### src/rtl/pipe_pkg.sv
// Shared constants and state type for the elastic stage registers at each
// pipeline boundary of the ARMv8 datapath.
package pipe_pkg;

  localparam int unsigned DATA_W_DEF  = 160;
  localparam int unsigned IF_ID_W     = 160;
  localparam int unsigned ID_EX_W     = 320;
  localparam int unsigned EX_MEM_W    = 232;
  localparam int unsigned MEM_WB_W    = 200;
  localparam int unsigned STALL_CNT_W = 32;

  // Encoding is {main_valid, skid_valid}; 2'b01 is unreachable.
  typedef enum logic [1:0] {
    ST_EMPTY = 2'b00,
    ST_MAIN  = 2'b10,
    ST_FULL  = 2'b11
  } stage_state_e;

endpackage

### src/rtl/sat_counter.sv
// Saturating up-counter with enable; holds at all-ones until reset.
module sat_counter #(
  parameter int unsigned W = 32
) (
  input  logic         clock,
  input  logic         reset,
  input  logic         en,
  output logic [W-1:0] count
);

  logic [W-1:0] count_q, count_d;

  always_comb begin
    count_d = count_q;
    if (en && (count_q != '1)) count_d = count_q + 1'b1;
  end

  always_ff @(posedge clock or posedge reset) begin
    if (reset) count_q <= '0;
    else       count_q <= count_d;
  end

  assign count = count_q;

endmodule

### src/rtl/pipe_stage.sv
// Elastic pipeline register with a 2-entry skid buffer, synchronous flush
// and a saturating downstream-stall counter.
module pipe_stage
  import pipe_pkg::*;
#(
  parameter int unsigned DATA_W = DATA_W_DEF,
  parameter int unsigned CNT_W  = STALL_CNT_W
) (
  input  logic              clock,
  input  logic              reset,
  input  logic              flush,
  input  logic              in_valid,
  input  logic [DATA_W-1:0] in_data,
  output logic              in_ready,
  output logic              out_valid,
  output logic [DATA_W-1:0] out_data,
  input  logic              out_ready,
  output logic [1:0]        occupancy,
  output logic [CNT_W-1:0]  stall_count
);

  stage_state_e      state_q, state_d;
  logic [DATA_W-1:0] main_data_q, main_data_d;
  logic [DATA_W-1:0] skid_data_q, skid_data_d;
  logic              main_valid, skid_valid;
  logic              accept, drain;

  assign main_valid = (state_q == ST_MAIN) || (state_q == ST_FULL);
  assign skid_valid = (state_q == ST_FULL);

  assign accept = in_valid && in_ready;
  assign drain  = main_valid && out_ready;

  always_comb begin
    state_d     = state_q;
    main_data_d = main_data_q;
    skid_data_d = skid_data_q;
    // Flush only clears the valid state; data registers are don't-care then.
    if (flush) begin
      state_d = ST_EMPTY;
    end else begin
      unique case (state_q)
        ST_EMPTY: begin
          if (accept) begin
            state_d     = ST_MAIN;
            main_data_d = in_data;
          end
        end
        ST_MAIN: begin
          if (drain && accept) begin
            main_data_d = in_data;
          end else if (drain) begin
            state_d = ST_EMPTY;
          end else if (accept) begin
            state_d     = ST_FULL;
            skid_data_d = in_data;
          end
        end
        ST_FULL: begin
          if (drain) begin
            state_d     = ST_MAIN;
            main_data_d = skid_data_q;
          end
        end
        default: state_d = ST_EMPTY;
      endcase
    end
  end

  always_ff @(posedge clock or posedge reset) begin
    if (reset) begin
      state_q     <= ST_EMPTY;
      main_data_q <= '0;
      skid_data_q <= '0;
    end else begin
      state_q     <= state_d;
      main_data_q <= main_data_d;
      skid_data_q <= skid_data_d;
    end
  end

  assign in_ready  = !skid_valid;
  assign out_valid = main_valid;
  assign out_data  = main_data_q;
  assign occupancy = {1'b0, main_valid} + {1'b0, skid_valid};

  sat_counter #(
    .W (CNT_W)
  ) u_stall_cnt (
    .clock (clock),
    .reset (reset),
    .en    (main_valid && !out_ready),
    .count (stall_count)
  );

endmodule

### config.mk
export PLATFORM = sky130hd
export DESIGN_NAME = pipe_stage
export DESIGN_NICKNAME = d
export VERILOG_FILES = /design/src/rtl/pipe_pkg.sv /design/src/rtl/sat_counter.sv /design/src/rtl/pipe_stage.sv
export SDC_FILE = /design/constraint.sdc
export NUM_CORES = 1
export LEC_CHECK = 0
export CORE_UTILIZATION = 25
export CTS_BUF_LIST = sky130_fd_sc_hd__clkbuf_8 sky130_fd_sc_hd__clkbuf_16
export CTS_CLUSTER_DIAMETER = 120
export DETAILED_ROUTE_END_ITERATION = 6
export GPL_TIMING_DRIVEN = 0
export PLACE_DENSITY_LB_ADDON = 0.3
export SKIP_CTS_REPAIR_TIMING = 1
export SYNTH_ARGS = -nofsm -noshare
export SYNTH_HDL_FRONTEND = slang
export SYNTH_SLANG_ARGS = --single-unit
### constraint.sdc
create_clock -name clock -period 20 [get_ports clock]
set_input_delay 4 -clock clock [delete_from_list [all_inputs] [get_ports clock]]
set_output_delay 4 -clock clock [all_outputs]
set_load 0.005 [all_outputs]
==> results of run 1 <==
-- synthesized netlist by cell type, drive strengths merged --
| master | instances |
|---|---|
| o21ai | 3 |
| or2 | 1 |
| and2 | 4 |
| nor2b | 2 |
| mux2 | 163 |
| clkbuf | 16 |
| a21boi | 1 |
| and3 | 4 |
| nand2b | 2 |
| dfrtp | 354 |
| ha | 6 |
| nor2 | 168 |
| inv | 7 |
| nand2 | 18 |
| o21ba | 1 |
| and4 | 4 |
| xor2 | 8 |
| buf | 57 |
| nand4 | 14 |
| xnor2 | 19 |
| a211oi | 1 |
| o211ai | 1 |
| a41oi | 1 |
| nor3b | 2 |
| mux2i | 162 |
| nor3 | 8 |
| a31oi | 3 |
| a211o | 1 |
| nor4 | 4 |
| a21oi | 162 |
| nand3 | 14 |
-- layer usage --
layer | share of wire [%] | wire, microns | track usage (%) | vias up
met4 | 2.1 | 920 | 4.12 | 0
li1 | - | - | - | 5053
met2 | 48 | 21000 | 23.3 | 242
met3 | 7.2 | 3150 | 4.27 | 55
met5 | 0 | 0 | 0 | -
met1 | 43 | 18600 | 18.0 | 5308
-- cells by family after synthesis --
group	after synthesis	synth area share, %
and+or+nand+nor	245	7.38
xor gates and xnor gates	27	1.58
adders and majority gates	6	0.500
buffers and inverters	80	2.46
DFF	354	59.0
AOI/OAI and AO/OA	174	6.02
muxes	325	23.0
-- state kept, by name, indices dropped and copies added (netlist names) --
name               count
out_data             160
skid_data_q          160
u_stall_cnt.count     32
state_q                2
-- critical path: stages, from the launching register on --
cell             delay, ps
dfrtp_1                420
ha_1                   210
buf_2                  330
buf_2                  440
buf_1                  670
inv_1                  100
clkdlybuf4s50_1        470
-- worst paths after layout --
path,start,end,slack [ps]
max,state_q[0],in_ready,12820
min,skid_data_q[0],skid_data_q[0],500
max reg2reg,state_q[0],skid_data_q[11],16720
min reg2reg,skid_data_q[0],skid_data_q[0],500
max in group asynchronous,reset,out_data[29],14800
min in group asynchronous,reset,out_data[94],3880
-- area by class of cell --
class	instances	share of cell area [%]
timing repair buffer	363	17.6
sequential	354	42.2
inverter	7	0.161
multi-input combinational	777	27.5
buffer	73	1.63
clock buffer	51	5.60
clock inverter	20	0.727
antenna	1	0.0119
tap	773	4.61
-- power by group through the flow --
stage / Sequential [mW] / Clock (mW) / Combinational [mW]
detailed placement: 1.23 / 0 / 0.979
CTS: 1.22 / 0.772 / 0.984
global route: 1.26 / 0.796 / 1.05
finish: 1.22 / 0.740 / 0.963
floorplan: 1.21 / 0 / 0.439
global placement: 1.22 / 0 / 0.963
-- stage by stage --
stage | setup WS [ps] | util (%) | hold slack [ps] | total power [mW]
3_3_place_gp | 1390 | 33.1 | 481 | 2.18
3_5_place_dp | 12520 | 33.3 | 495 | 2.21
2_1_floorplan | 6180 | - | 480 | 1.65
4_1_cts | 12670 | 35.5 | 508 | 2.98
6_report | 12820 | 35.5 | 503 | 2.92
5_1_grt | 12550 | 35.5 | 517 | 3.11
==> run metrics, run 1 <==
largest net degree at the start of global routing=~120; row cnt=89; R2R depth=7; Placeable Area=0.0591 sq mm; sequential area share after synthesis=59.0%; CP Max Fanout=10; internal power=slightly above 2 mW; clock share of power=25.3%; Clock Root Buffer=clkbuf_16; routed vias/inst=between 4 and 5; clock slew seen by the registers of the worst setup and hold paths=60 ps; CP Capture Type=output port; Num CTS Buffers=42; slew margin rel.=38.0%; CTS max path bufs=3; Synth warnings=0; Worst Path Arrival=3180 ps; crit start category=register; DRT iter0 DRCs=404; Yosys cell types=39; post-place instance area=0.0197 sq mm; Final Hold Vio Count=0; via count=~11k; final WL=43700 microns; Final GP Congestion=0.780; final cell count without fillers=2419; final setup fails=0; leakage=8.39 nW; Routed wire per std cell=18.1 microns; FMAX=0.139 GHz; Hold Crit Class=register to register; Residual DRC=36; global route overflow=0; part of the power in registers=approximately two fifths; first-pass GRT wire length=67200 microns; setup TNS=0 ps; Nets=1789; leading post-synthesis cells by cell area=dfrtp_1, mux2_2, mux2i_1; Die X=247 microns; gr usage total=14.2%; H-tree depth=2; Sequential cell area=a little under 0.009 sq mm; most frequent cells in the layout=clkdlybuf4s50_1, dfrtp_1, nor2_1; cell accounting for the most synthesized area=dfrtp_1; #FFs+latches synth=354; share of the synthesized area in the top cell type=roughly three fifths; boundary pin count=361; Tcrit/Tclk final=35.9%; Fillers=5835; RSZ-0062 raised after global routing=false; Power per Cell Area=between 100 and 150 mW/mm^2; CTS tree=done; outcome=finished with violations; die area=about 0.06 sq mm; Max IR drop VDD=75.9 uV; Comb pwr share=33.0%; kind of critical path=register to output port; Synth Cell Area=around 0.015 sq mm; Max Cap Violations=0; cell count of the worst hold path=1; detailed placer's ending HPWL=30700 microns; Die Y=247 microns; TritonCTS sink count=354; Worst Max-Slew Pin Slew=about 930 ps; synthesized area per cell=12.4 sq um; final instance area=0.0210 sq mm; area of the multi-input gates=0.00578 sq mm; sw frac=30.1%; minimum clock period=7190 ps; ANT nets after route=0; failing checks=design-rule violations; Psw=0.879 mW; I/O Buffers=360; required time of the critical path=16000 ps; Initial DRT Pass Iterations=7; pins over their slew limit=0; initial core utilization=between 20% and 30%; Clock Skews=21.5 ps; share of cells above drive strength 1=17.7%; clk_lat worst skew=roughly 550 ps; initial antenna violation count=1; most common cell after layout, fill and taps aside=clkdlybuf4s50_1; area delta synth->final=39.9%; Cells after Synth=1211; Post-Syn Nets=1382; vias in the first global route=11.4k; placed cells=2347
Note: power is estimated with default switching activity, not from simulation.
==> inputs of run 2 (changes only) <==
- clock period: 20 -> 6.5 ns (I/O delays scaled with it)
==> run 2 against run 1 <==
The run still ends with design-rule violations left. Sequential power rose to 3.1 times the previous value. Core utilization rose by 0.31 points. Design area rose by 0.88%. Via count rose by 0.85%. Routed wire length rose by 0.16%. Power rose to 3.1 times the previous value. Setup slack got worse by 11000 ps. Worst hold slack got worse by 6.4 ps. Global-route usage barely moved. First-iteration DRC count rose by 5.2%. Sequential share of layout area fell by 0.37 points.
==> run metrics, run 2 (synthesized netlist as in run 1, its figures left out) <==
kind of critical path=register to output port (unchanged); Final GP Congestion=0.782 (was 0.780); Routed wire per std cell=18.0 microns (was 18.1 microns); Tot Pwr=9.06 mW (was 2.92 mW); initial core utilization=25.4% (unchanged); share of cells above drive strength 1=18.1% (was 17.7%); via count=10.7k (about the same); Max IR drop VDD=214 uV (was 75.9 uV); Die X=247 microns (unchanged); Clock Root Buffer=clkbuf_16 (unchanged); placed cells=2354 (was 2347); met1 Resource Use GR=17.6% (was 18.0%); FMAX=0.222 GHz; detailed placer's ending HPWL=31700 microns (was 30700 microns); clk_lat worst skew=560 ps (was 550 ps); Power per Cell Area=428 mW/mm^2 (was 139 mW/mm^2); Worst Max-Slew Pin Slew=1020 ps (was 930 ps); crit start category=register (unchanged); TritonCTS sink count=354 (unchanged); pins over their slew limit=0 (unchanged); post-place instance area=0.0198 sq mm (was 0.0197 sq mm); clock slew seen by the registers of the worst setup and hold paths=60 ps (about the same); setup TNS=0 ps (unchanged); final WL=43800 microns (was 43700 microns); CTS tree=done (unchanged); Final Core Density=35.8% (was 35.5%); Placeable Area=0.0591 sq mm (unchanged); slew margin rel.=31.9% (was 38.0%); first-pass GRT wire length=67500 microns (was 67200 microns); Die Y=247 microns (unchanged); Num CTS Buffers=42 (unchanged); gr usage total=14.3% (was 14.2%); most frequent cells in the layout=clkdlybuf4s50_1, dfrtp_1, nor2_1 (unchanged); Max Cap Violations=0 (unchanged); required time of the critical path=5200 ps (was 16000 ps); highest-delay cell along the critical path=buf_1 (unchanged); Tcrit/Tclk final=69.3%; Worst Hold End=u_stall_cnt.count[18] (was skid_data_q[0]); I/O Buffers=360 (unchanged); CP max stage delay=650 ps (was 670 ps); leakage=8.48 nW (was 8.39 nW); area delta synth->final=41.2% (was 39.9%); grt peak-use layer=met2 (unchanged); Residual DRC=72 (was 36); RSZ-0062 raised after global routing=false (unchanged); met2 usage in global routing=23.3% (about the same); setup ws final=1990 ps (was 12820 ps); H-tree depth=2 (unchanged); boundary pin count=361 (unchanged); cell count of the worst hold path=1 (unchanged); Nets=1796 (was 1789); ANT nets after route=0 (unchanged); CP Max Fanout=10 (unchanged); DRT iter0 DRCs=425 (was 404); Final Hold Vio Count=0 (unchanged); largest net degree at the start of global routing=42 (was 119); final instance area=0.0212 sq mm (was 0.0210 sq mm); cell repeated most along the worst path=buf_2 (unchanged); Initial DRT Pass Iterations=7 (unchanged); Worst Path Arrival=3210 ps (was 3180 ps); outcome=finished with violations (unchanged); pre-CTS WS=1880 ps (was 12520 ps); R2R depth=7 (unchanged); vias in the first global route=11.5k (was 11.4k); crit path cell chain=ha_1, buf_2, buf_2, buf_1, inv_1, clkdlybuf4s50_1 (unchanged); most common cell after layout, fill and taps aside=clkdlybuf4s50_1 (unchanged); global route overflow=0 (unchanged); final setup fails=0 (unchanged); Hold Crit Class=register to register (unchanged); final cell count without fillers=2434 (was 2419); GR Util met3=4.27% (unchanged); routed vias/inst=4.42 (was 4.41); minimum clock period=approximately 4500 ps; die area=0.0610 sq mm (unchanged); CP Capture Type=output port (unchanged); failing checks=design-rule violations (unchanged); CTS max path bufs=3 (unchanged); initial antenna violation count=2 (was 1); WHS=497 ps (was 503 ps); reg2reg setup slack=3260 ps (was 16720 ps); Clock Skews=10.1 ps (was 21.5 ps); Reg-to-Reg Start=state_q[0] (unchanged); RR Endpoint=skid_data_q[9] (was skid_data_q[11]); row cnt=89 (unchanged); worst hold start=u_stall_cnt.count[18] (was skid_data_q[0])
[run 2: cell types whose count changed in the layout (fill, tap and decap cells not counted), sizes merged]
| cell | delta |
|---|---|
| inv | +6 |
| bufinv | -1 |
| clkinvlp | +2 |
| clkbuf | +5 |
| diode | +1 |
| clkinv | -5 |
| buf | +7 |
[run 2: power by group]
group | total (mW) | internal, mW | switching (mW)
Clock | 2.34 | 1.39 | 0.950
Sequential | 3.74 | 3.21 | 0.540
Combinational | 2.97 | 1.74 | 1.24
Total | 9.06 | 6.33 | 2.73
[run 2: how the worst max path moves through the flow]
| stage | from | endpoint | slack, ps | depth (start not counted) |
|---|---|---|---|---|
| finish | state_q[0] | in_ready | 1990 | 6 |
| global route | state_q[0] | in_ready | 1680 | 6 |
| CTS | state_q[0] | in_ready | 1840 | 6 |
| detailed placement | in_valid | skid_data_q[12] | 1880 | 6 |
| global placement | reset | out_data[89] | -2170 | 2 |
| floorplan | reset | out_data[0] | 460 | 1 |
[run 2: area by class of cell]
type | count | area, sq um
inverter | 7 | 30.0
clock inverter | 22 | 141
multi-input combinational | 777 | 5780
buffer | 73 | 343
tap | 773 | 967
fill | 5782 | 37900
timing repair buffer | 370 | 3800
sequential | 354 | 8860
clock buffer | 56 | 1250
antenna | 2 | 5.00
[run 2: critical path: cells and delay by family, from the launching register on]
| kind | cells | cell delay [ps] |
|---|---|---|
| buf+inv | 5 | 2020 |
| fa+ha+maj | 1 | 200 |
| flops | 1 | 420 |
[run 2: metal layers]
metal,vias to the layer above,share of wire [%]
li1,5070,-
met1,5345,42
met2,261,48
met3,71,7.2
met4,2,3.0
met5,-,0.025
